`src/rtl/seq_pattern_gen_if.sv`:
```
// Handshake and serial-output bundle for seq_pattern_gen.
// master drives the job request; slave is the generator.
interface seq_pattern_gen_if #(
    parameter int WIDTH = 8,
    parameter int CNT_W = 4
);
    logic             start;
    logic [WIDTH-1:0] pattern;
    logic [CNT_W-1:0] repeat_n;
    logic             seq_out;
    logic             seq_valid;
    logic             busy;
    logic             done;

    modport master (
        output start, pattern, repeat_n,
        input  seq_out, seq_valid, busy, done
    );

    modport slave (
        input  start, pattern, repeat_n,
        output seq_out, seq_valid, busy, done
    );
endinterface

```
`src/rtl/seq_pattern_gen.sv`:
```
// Serial pattern transmitter: shifts a latched WIDTH-bit pattern out MSB-first, repeat_n+1 times
// with GAP idle cycles between frames. Define SEQ_GEN_PARITY_EN to append an even-parity bit per frame.
module seq_pattern_gen #(
    parameter int WIDTH = 8,
    parameter int CNT_W = 4,
    parameter int GAP   = 2
) (
    input  logic              clk,
    input  logic              rst,
    seq_pattern_gen_if.slave  bus
);
    localparam int BIT_W = $clog2(WIDTH);
    localparam int GAP_W = (GAP > 1) ? $clog2(GAP) : 1;
    localparam logic [BIT_W-1:0] BIT_TOP = BIT_W'(WIDTH - 1);
    localparam logic [GAP_W-1:0] GAP_TOP = (GAP > 0) ? GAP_W'(GAP - 1) : '0;

`ifdef SEQ_GEN_PARITY_EN
    localparam bit PARITY_EN = 1'b1;
`else
    localparam bit PARITY_EN = 1'b0;
`endif

    typedef enum logic [1:0] {IDLE, SEND, GAPW, DONE} state_t;

    state_t           state_q, state_d;
    logic [WIDTH-1:0] shift_q, shift_d;
    logic [WIDTH-1:0] pat_q, pat_d;
    logic [CNT_W-1:0] rep_q, rep_d;
    logic [BIT_W-1:0] bit_q, bit_d;
    logic [GAP_W-1:0] gap_q, gap_d;
    logic             par_q, par_d;
    logic             seq_out_q, seq_out_d;
    logic             seq_valid_q, seq_valid_d;
    logic             busy_q, busy_d;
    logic             done_q, done_d;
    logic             load_new, reload;

    always_comb begin
        state_d     = state_q;
        shift_d     = shift_q;
        pat_d       = pat_q;
        rep_d       = rep_q;
        bit_d       = bit_q;
        gap_d       = gap_q;
        par_d       = par_q;
        seq_out_d   = 1'b0;
        seq_valid_d = 1'b0;
        busy_d      = 1'b0;
        done_d      = 1'b0;
        load_new    = 1'b0;
        reload      = 1'b0;

        case (state_q)
            IDLE, DONE: begin
                if (bus.start) begin
                    load_new = 1'b1;
                end else begin
                    state_d = IDLE;
                end
            end
            SEND: begin
                if (bit_q != '0) begin
                    shift_d     = shift_q << 1;
                    bit_d       = bit_q - BIT_W'(1);
                    seq_out_d   = shift_q[WIDTH-2];
                    seq_valid_d = 1'b1;
                    busy_d      = 1'b1;
                end else if (PARITY_EN && !par_q) begin
                    par_d       = 1'b1;
                    seq_out_d   = ^pat_q;
                    seq_valid_d = 1'b1;
                    busy_d      = 1'b1;
                end else if (rep_q != '0) begin
                    // Counter holds frames still to send, so the max value never wraps.
                    rep_d = rep_q - CNT_W'(1);
                    if (GAP == 0) begin
                        reload = 1'b1;
                    end else begin
                        state_d = GAPW;
                        gap_d   = GAP_TOP;
                        busy_d  = 1'b1;
                    end
                end else begin
                    state_d = DONE;
                    done_d  = 1'b1;
                end
            end
            GAPW: begin
                busy_d = 1'b1;
                if (gap_q == '0) begin
                    reload = 1'b1;
                end else begin
                    gap_d = gap_q - GAP_W'(1);
                end
            end
            default: state_d = IDLE;
        endcase

        // Repeated frames come from the latched copy, never from the live port.
        if (load_new || reload) begin
            state_d     = SEND;
            bit_d       = BIT_TOP;
            par_d       = 1'b0;
            seq_valid_d = 1'b1;
            busy_d      = 1'b1;
            if (load_new) begin
                pat_d     = bus.pattern;
                rep_d     = bus.repeat_n;
                shift_d   = bus.pattern;
                seq_out_d = bus.pattern[WIDTH-1];
            end else begin
                shift_d   = pat_q;
                seq_out_d = pat_q[WIDTH-1];
            end
        end
    end

    always_ff @(posedge clk) begin
        if (rst) begin
            state_q     <= IDLE;
            shift_q     <= '0;
            pat_q       <= '0;
            rep_q       <= '0;
            bit_q       <= '0;
            gap_q       <= '0;
            par_q       <= 1'b0;
            seq_out_q   <= 1'b0;
            seq_valid_q <= 1'b0;
            busy_q      <= 1'b0;
            done_q      <= 1'b0;
        end else begin
            state_q     <= state_d;
            shift_q     <= shift_d;
            pat_q       <= pat_d;
            rep_q       <= rep_d;
            bit_q       <= bit_d;
            gap_q       <= gap_d;
            par_q       <= par_d;
            seq_out_q   <= seq_out_d;
            seq_valid_q <= seq_valid_d;
            busy_q      <= busy_d;
            done_q      <= done_d;
        end
    end

    assign bus.seq_out   = seq_out_q;
    assign bus.seq_valid = seq_valid_q;
    assign bus.busy      = busy_q;
    assign bus.done      = done_q;
endmodule
```
`src/flat_wrapper.sv`:
```
// flat-port wrapper written by rule: the top's interface ports become plain ports
module seq_pattern_gen_flat 
#(
    parameter int WIDTH = 8,
    parameter int CNT_W = 4,
    parameter int GAP   = 2
)
  (clk, rst, bus_start, bus_pattern, bus_repeat_n, bus_seq_out, bus_seq_valid, bus_busy, bus_done);
  seq_pattern_gen_if #(.WIDTH(WIDTH), .CNT_W(CNT_W)) bus_i ();
  input  logic clk;
  input  logic rst;
  input wire logic [$bits(bus_i.start)-1:0] bus_start;
  input wire logic [$bits(bus_i.pattern)-1:0] bus_pattern;
  input wire logic [$bits(bus_i.repeat_n)-1:0] bus_repeat_n;
  output wire logic [$bits(bus_i.seq_out)-1:0] bus_seq_out;
  output wire logic [$bits(bus_i.seq_valid)-1:0] bus_seq_valid;
  output wire logic [$bits(bus_i.busy)-1:0] bus_busy;
  output wire logic [$bits(bus_i.done)-1:0] bus_done;
  assign bus_i.start = bus_start;
  assign bus_i.pattern = bus_pattern;
  assign bus_i.repeat_n = bus_repeat_n;
  assign bus_seq_out = bus_i.seq_out;
  assign bus_seq_valid = bus_i.seq_valid;
  assign bus_busy = bus_i.busy;
  assign bus_done = bus_i.done;
  seq_pattern_gen #(.WIDTH(WIDTH), .CNT_W(CNT_W), .GAP(GAP)) u_core (.clk(clk), .rst(rst), .bus(bus_i));
endmodule
```
`config.mk`:
```
export PLATFORM = sky130hd
export DESIGN_NAME = seq_pattern_gen_flat
export DESIGN_NICKNAME = d
export VERILOG_FILES = /design/src/rtl/seq_pattern_gen_if.sv /design/src/rtl/seq_pattern_gen.sv /design/src/flat_wrapper.sv
export SDC_FILE = /design/constraint.sdc
export NUM_CORES = 1
export LEC_CHECK = 0
export ABC_AREA = 1
export CAP_MARGIN = 20
export CORE_ASPECT_RATIO = 1.25
export CORE_MARGIN = 2
export CORE_UTILIZATION = 36
export DETAILED_ROUTE_END_ITERATION = 6
export GPL_TIMING_DRIVEN = 0
export SYNTH_ARGS = -nofsm -noshare
export SYNTH_HDL_FRONTEND = slang
export SYNTH_SLANG_ARGS = --single-unit
```
`constraint.sdc`:
```
create_clock -name clk -period 1.8 [get_ports clk]
set_clock_uncertainty 0.2 [all_clocks]
set_input_delay 0.36 -clock clk [delete_from_list [all_inputs] [get_ports clk]]
set_output_delay 0.36 -clock clk [all_outputs]
set_load 0.03 [all_outputs]
```
Yosys cells after proc, flatten, opt, wreduce, memory -nomap -nowiden

Index checks and enable logic that the tools add are counted.

Flip-flop bits (word level): 29
Output and inout port bits: 4
Word-level logic and storage cells: 76

Add/subtract/negate cells: 3
Equality and inequality tests: 8
Muxes and demuxes: 37
Bitwise operators: 1
Reductions and logical operators: 16

Operators with widths:

| cell                  | number |
|---|---|
| $mux W7               | 3 |
| $mux W1               | 20 |
| $mux W4               | 5 |
| $mux W3               | 3 |
| $reduce_and A3 Y1     | 3 |
| $mux W8               | 1 |
| $reduce_bool A2 Y1    | 4 |
| $reduce_bool A3 Y1    | 2 |
| $eq A2 B2 Y1 const B  | 2 |
| $mux W2               | 2 |
| $ne A2 B2 Y1 const B  | 2 |
| $pmux W1 S2           | 2 |
| $pmux W2 S2           | 1 |
| $reduce_bool A4 Y1    | 1 |
| $reduce_or A2 Y1      | 2 |
| $sub A4 B1 Y4 const B | 1 |
| $ne A3 B2 Y1 const B  | 1 |
| $ne A3 B3 Y1 const B  | 1 |
| $reduce_or A3 Y1      | 1 |
| $sub A3 B1 Y3 const B | 1 |
| $eq A2 B1 Y1 const B  | 1 |
| $logic_not A2 Y1      | 1 |
| $ne A2 B1 Y1 const B  | 1 |
| $reduce_and A2 Y1     | 1 |
| 3 further kinds       | 3 |

Depth between registers and ports, before layout

Depth in word-level cells: 6
Mapped depth: 10
Gate-level depth less buffers: 10

Least setup slack after synthesis

OpenSTA, ideal clock, no wires.

Path kind: register to register
From: reg u_core.state_q[0]
To: reg u_core.shift_q[5]
Stages on the path, launching flop included: 9
Arrival time: 1.323 ns
Required time: 1.485 ns
Slack: 0.162 ns
Path through: dfxtp_1 -> inv_1 -> ha_1 -> nand2_2 -> o21ai_4 -> nor2_2 -> nand2_1 -> o21ai_1 -> nor2_1

Longest elaborated chain between the ends: 6
Elaborated cells on any way between the ends: 13

Ends and longest elaborated chain:

| what                                                    | RTL line               | RTL |
|---|---|---|
| start: declaration                                      | seq_pattern_gen.sv:25  | `state_t state_q, state_d;` |
| start signal: assignment                                | seq_pattern_gen.sv:132 | `state_q <= state_d;` |
| $eq A2 B2 Y1 / $logic_not A2 Y1 (equally long branches) | seq_pattern_gen.sv:53  | `case (state_q)` |
| $reduce_or A2 Y1                                        | seq_pattern_gen.sv:53  |  |
| $mux W1                                                 | seq_pattern_gen.sv:53  |  |
| $logic_or A1 B1 Y1                                      | seq_pattern_gen.sv:100 | `if (load_new \|\| reload) begin` |
| $reduce_bool A2 Y1 (no line)                            | -                      |  |
| $reduce_and A2 Y1 (no line)                             | -                      |  |
| end signal: assignment                                  | seq_pattern_gen.sv:133 | `shift_q <= shift_d;` |
| end: declaration                                        | seq_pattern_gen.sv:26  | `logic [WIDTH-1:0] shift_q, shift_d;` |

Parallel ways exist; a longest one is shown, timed or not.
A chain may end at the register's enable or synchronous reset.

Final worst setup path

From: reg u_core.state_q[0]
To: reg u_core.state_q[1]

Longest elaborated chain between the ends: 5
Elaborated cells on any way between the ends: 14

Ends and longest elaborated chain:

| what                                                    | RTL line |
|---|---|
| $eq A2 B2 Y1 / $logic_not A2 Y1 (equally long branches) | seq_pattern_gen.sv:53 |
| $reduce_or A2 Y1                                        | seq_pattern_gen.sv:53 |
| $mux W1                                                 | seq_pattern_gen.sv:53 |
| $logic_or A1 B1 Y1                                      | seq_pattern_gen.sv:100 |
| $reduce_or A2 Y1 (no line)                              | - |

Parallel ways exist; a longest one is shown, timed or not.

==> tab_implementation.tex <==
\begin{tabular}{lr}
\hline
Metric & Value \\
\hline
\multicolumn{2}{l}{\textbf{Run status}} \\
\quad Result of the run & finished clean \\
\multicolumn{2}{l}{\textbf{Synthesis}} \\
\quad Largest area contributor in the synthesized netlist & sky130\_fd\_sc\_hd\_\_dfxtp\_1 \\
\quad Synthesized area divided by synthesized cell count & slightly above 7 um2 \\
\quad Post-synthesis sequential element count & 29 \\
\quad Post-synthesis instance total & around 200 \\
\quad Post-synthesis instance area & approximately 0.0014 mm2 \\
\quad Yosys synthesis warning count & 0 \\
\quad Distinct cells, synth & 22 \\
\quad Total nets after synthesis & roughly 220 \\
\quad Portion of the post-synthesis area used by sequential elements & roughly 42\% \\
\quad Top-area cell type share of the netlist area & between 40\% and 50\% \\
\quad Area contributors post-synth & sky130\_fd\_sc\_hd\_\_dfxtp\_1, sky130\_fd\_sc\_hd\_\_nand2\_1, sky130\_fd\_sc\_hd\_\_inv\_1, sky130\_fd\_sc\_hd\_\_nor2\_1, sky130\_fd\_sc\_hd\_\_nand3\_1 \\
\multicolumn{2}{l}{\textbf{GRT}} \\
\quad GRT Util Overall & 16.0\% \\
\quad Via count of the first global-routing pass & between 1,000 and 1,500 \\
\quad Largest net degree at the start of global routing & 11 \\
\quad Wire length of the first global-routing pass & roughly 5.2 mm \\
\quad Global route total overflow & 0 \\
\quad Number of antenna violations at the first check in global routing & 0 \\
\multicolumn{2}{l}{\textbf{Cells and area}} \\
\quad Diodes inserted & 0 \\
\quad Nets & between 200 and 300 \\
\quad Fill cell total of the finished layout & between 400 and 500 \\
\quad Share of post-route cells with drive strength above 1 & approximately 16\% \\
\quad Most frequent cells in the layout & sky130\_fd\_sc\_hd\_\_nand2\_1, sky130\_fd\_sc\_hd\_\_dfxtp\_1, sky130\_fd\_sc\_hd\_\_inv\_1, sky130\_fd\_sc\_hd\_\_nor2\_1, sky130\_fd\_sc\_hd\_\_nand3\_1 \\
\quad Most common cell after layout, fill and taps aside & sky130\_fd\_sc\_hd\_\_nand2\_1 \\
\quad Area growth syn-to-layout & 29.6\% \\
\quad Core occupancy in the finished layout & slightly below 50\% \\
\multicolumn{2}{l}{\textbf{Routing}} \\
\quad DRT antenna net count & 0 \\
\quad Post-detailed-route via-to-cell ratio & about 4.8 \\
\quad Total iterations of the first detailed-routing run & 4 \\
\quad Post-route DRC & 0 \\
\quad Detailed Route WL & approximately 3 mm \\
\quad Average wire per standard cell & approximately 11 um \\
\quad Vias after detailed routing & 1,301 \\
\quad Iter 0 DRT Violations & 59 \\
\multicolumn{2}{l}{\textbf{Setup path}} \\
\quad Startpoint kind of the worst setup timing path & flip-flop \\
\quad Required time of the critical path & roughly 1.8 ns \\
\quad Setup crit end kind & flip-flop \\
\quad Worst Setup Path Type & flip-flop to flip-flop \\
\quad Largest delay contributor family on the critical path & buffers and inverters \\
\quad Cell with the largest stage delay on the worst path & sky130\_fd\_sc\_hd\_\_dfxtp\_2 \\
\quad Origin of the critical flop-to-flop path & u\_core.state\_q[0] \\
\quad Worst Path Buf+Inv & 5 \\
\quad Critical path launch point & u\_core.state\_q[0] \\
\quad Most frequent cell on the critical path & sky130\_fd\_sc\_hd\_\_inv\_1 \\
\quad Arrival time of the worst setup path & roughly 1.7 ns \\
\quad Ordered list of cells on the worst path & inv\_1, ha\_4, nand2\_8, o21ai\_4, clkinv\_4, clkbuf\_2, buf\_4, nand4\_1, inv\_1 \\
\quad Slowest stage delay, CP & about 0.34 ns \\
\quad Max Fanout on Critical Path & 8 \\
\multicolumn{2}{l}{\textbf{Timing}} \\
\quad Transition time of the tightest slew-check pin & $\sim$0.51 ns \\
\quad Worst setup slack after layout & around 0.085 ns \\
\quad Final Slew Violations & 0 \\
\quad Share of the cycle needed by the critical path after routing & around 95\% \\
\quad Headroom to the max-slew limit & roughly 66\% \\
\quad Hold WS & approximately 0.2 ns \\
\quad Number of hold violations in the final report & 0 \\
\quad Minimum clock period after layout & between 1.5 and 2 ns \\
\quad Final sum of negative setup slack & 0 ns \\
\quad Peak Freq & about 600 MHz \\
\quad Setup-violating endpoint count in the final report & 0 \\
\multicolumn{2}{l}{\textbf{Die}} \\
\quad Initial standard-cell utilization of the core & about 37\% \\
\quad Count of pins on the block boundary & 19 \\
\quad Die area & about 0.0044 mm2 \\
\quad Die Span X & about 60 um \\
\quad Standard cell core area & around 0.0037 mm2 \\
\quad Placement row count & 25 \\
\quad Vertical die dimension & 73.3 um \\
\multicolumn{2}{l}{\textbf{Run}} \\
\quad Max capacitance violation total & 0 \\
\multicolumn{2}{l}{\textbf{Pwr}} \\
\quad Leakage power figure & between 0.8 and 0.9 nW \\
\quad Final total power & between 3 and 4 mW \\
\quad Clock Power Share & between 10\% and 20\% \\
\quad Net switching fraction of the power & $\sim$42\% \\
\quad Internal power & between 1.5 and 2 mW \\
\quad Power share of the sequential group & around a third \\
\quad Cell area power density & 1680 mW/mm2 \\
\quad Net switching component of the power & around 1.3 mW \\
\quad VDD IR max & roughly 0.56 mV \\
\quad Share of power burned in combinational logic & about half \\
\multicolumn{2}{l}{\textbf{CTS}} \\
\quad H-tree depth & 2 \\
\quad Clock Pin Slew Worst Setup and Hold Paths & roughly 0.060 ns \\
\quad Insertion delay of the later-clocked pin in the worst-skew pair & about 0.28 ns \\
\quad Count of clock tree sinks & 29 \\
\quad Inserted Clock Buffers & 5 \\
\quad Post-CTS Hold Fix Bufs & 0 \\
\quad Root buffer cell & sky130\_fd\_sc\_hd\_\_clkbuf\_8 \\
\quad TritonCTS clock tree & yes \\
\quad Buffer levels on the longest clock path & 2 \\
\multicolumn{2}{l}{\textbf{Placed design}} \\
\quad Post-detail-place hpwl & between 2 and 2.5 mm \\
\quad GPL Wtd Cong & 0.846 \\
\quad Post-place setup slack & -0.184 ns \\
\quad \# port buffers & 17 \\
\multicolumn{2}{l}{\textbf{Hold path}} \\
\quad Source of the worst hold timing path & rst \\
\quad Type of the worst min-delay path & primary input to flip-flop \\
\hline
\end{tabular}
## registers in the layout, summed over array words and instances, names as in the netlist, 2 cells and up
signal          count
u_core.bit_q        3
u_core.pat_q        8
u_core.shift_q      7
u_core.rep_q        4
u_core.state_q      2
## area by class of cell
class | count | area [um2] | share of cell area (%)
plain buffers | 4 | 25.0 | 1.40
multi-input cells | 132 | 691 | 38.6
inverters | 31 | 121 | 6.78
repair buffers | 27 | 241 | 13.5
flip-flops and latches | 29 | 582 | 32.5
well taps | 40 | 50.0 | 2.80
clock buffers | 8 | 80.1 | 4.47
## per-stage QoR
stage	area [um2]	cells
after floorplan	1380	196
after CTS	1710	264
after global placement	1600	253
after detailed placement	1600	253
after global routing	1790	271
final	1790	271
## final timing paths
path                          endpoint  slack [ns]  cells past startpoint
setup / recovery     u_core.state_q[1]        0.08                      9
hold / removal    u_core.bus.seq_valid        0.20                      2
setup reg to reg     u_core.state_q[1]        0.08                      9
hold reg to reg        u_core.pat_q[0]        0.27                      2
## Yosys cell counts (all sizes together)
cell type and count:
clkbuf 1, nand2 49, ha 5, nand3 15
dfxtp 29, nor3 3, a21oi 11, o21ai 18
nor2 26, nand4 4, nor4 1, inv 31
buf 3
## power groups by stage
stage,clock network (mW),logic [mW],registers (mW)
global route,0.553,1.72,1.01
finish,0.513,1.52,0.981
global placement,0,1.32,0.990
floorplan,0,0.964,1.03
detailed placement,0,1.33,0.993
CTS,0.522,1.38,0.979
## metal layers
layer	share of wire, %	wire length (um)	up-vias	global-route usage, %
met5	0	0	-	0
met4	2.5	78	0	7.07
met3	4.6	143	7	5.46
met2	47	1440	27	27.0
met1	46	1430	578	18.0
li1	-	-	689	-
## kinds of logic (layout without fill, tap and decap cells)
| kind of cell | Yosys count | in the layout | synth area share, % |
|---|---|---|---|
| buffers and inverters | 35 | 70 | 10.4 |
| AO/OA/AOI/OAI | 29 | 29 | 11.3 |
| AND/OR/NAND/NOR | 98 | 98 | 31.7 |
| flip-flops | 29 | 29 | 42.0 |
| adder cells (fa/ha/maj) | 5 | 5 | 4.53 |
## timing repair
action,4_1_cts,5_1_grt
gates resized for setup,5,6
setup buffers,3,7
cloned,0,0
pin swaps,0,0
endpoints found under the setup margin,12,14
Power figures use the tool's default switching activity.
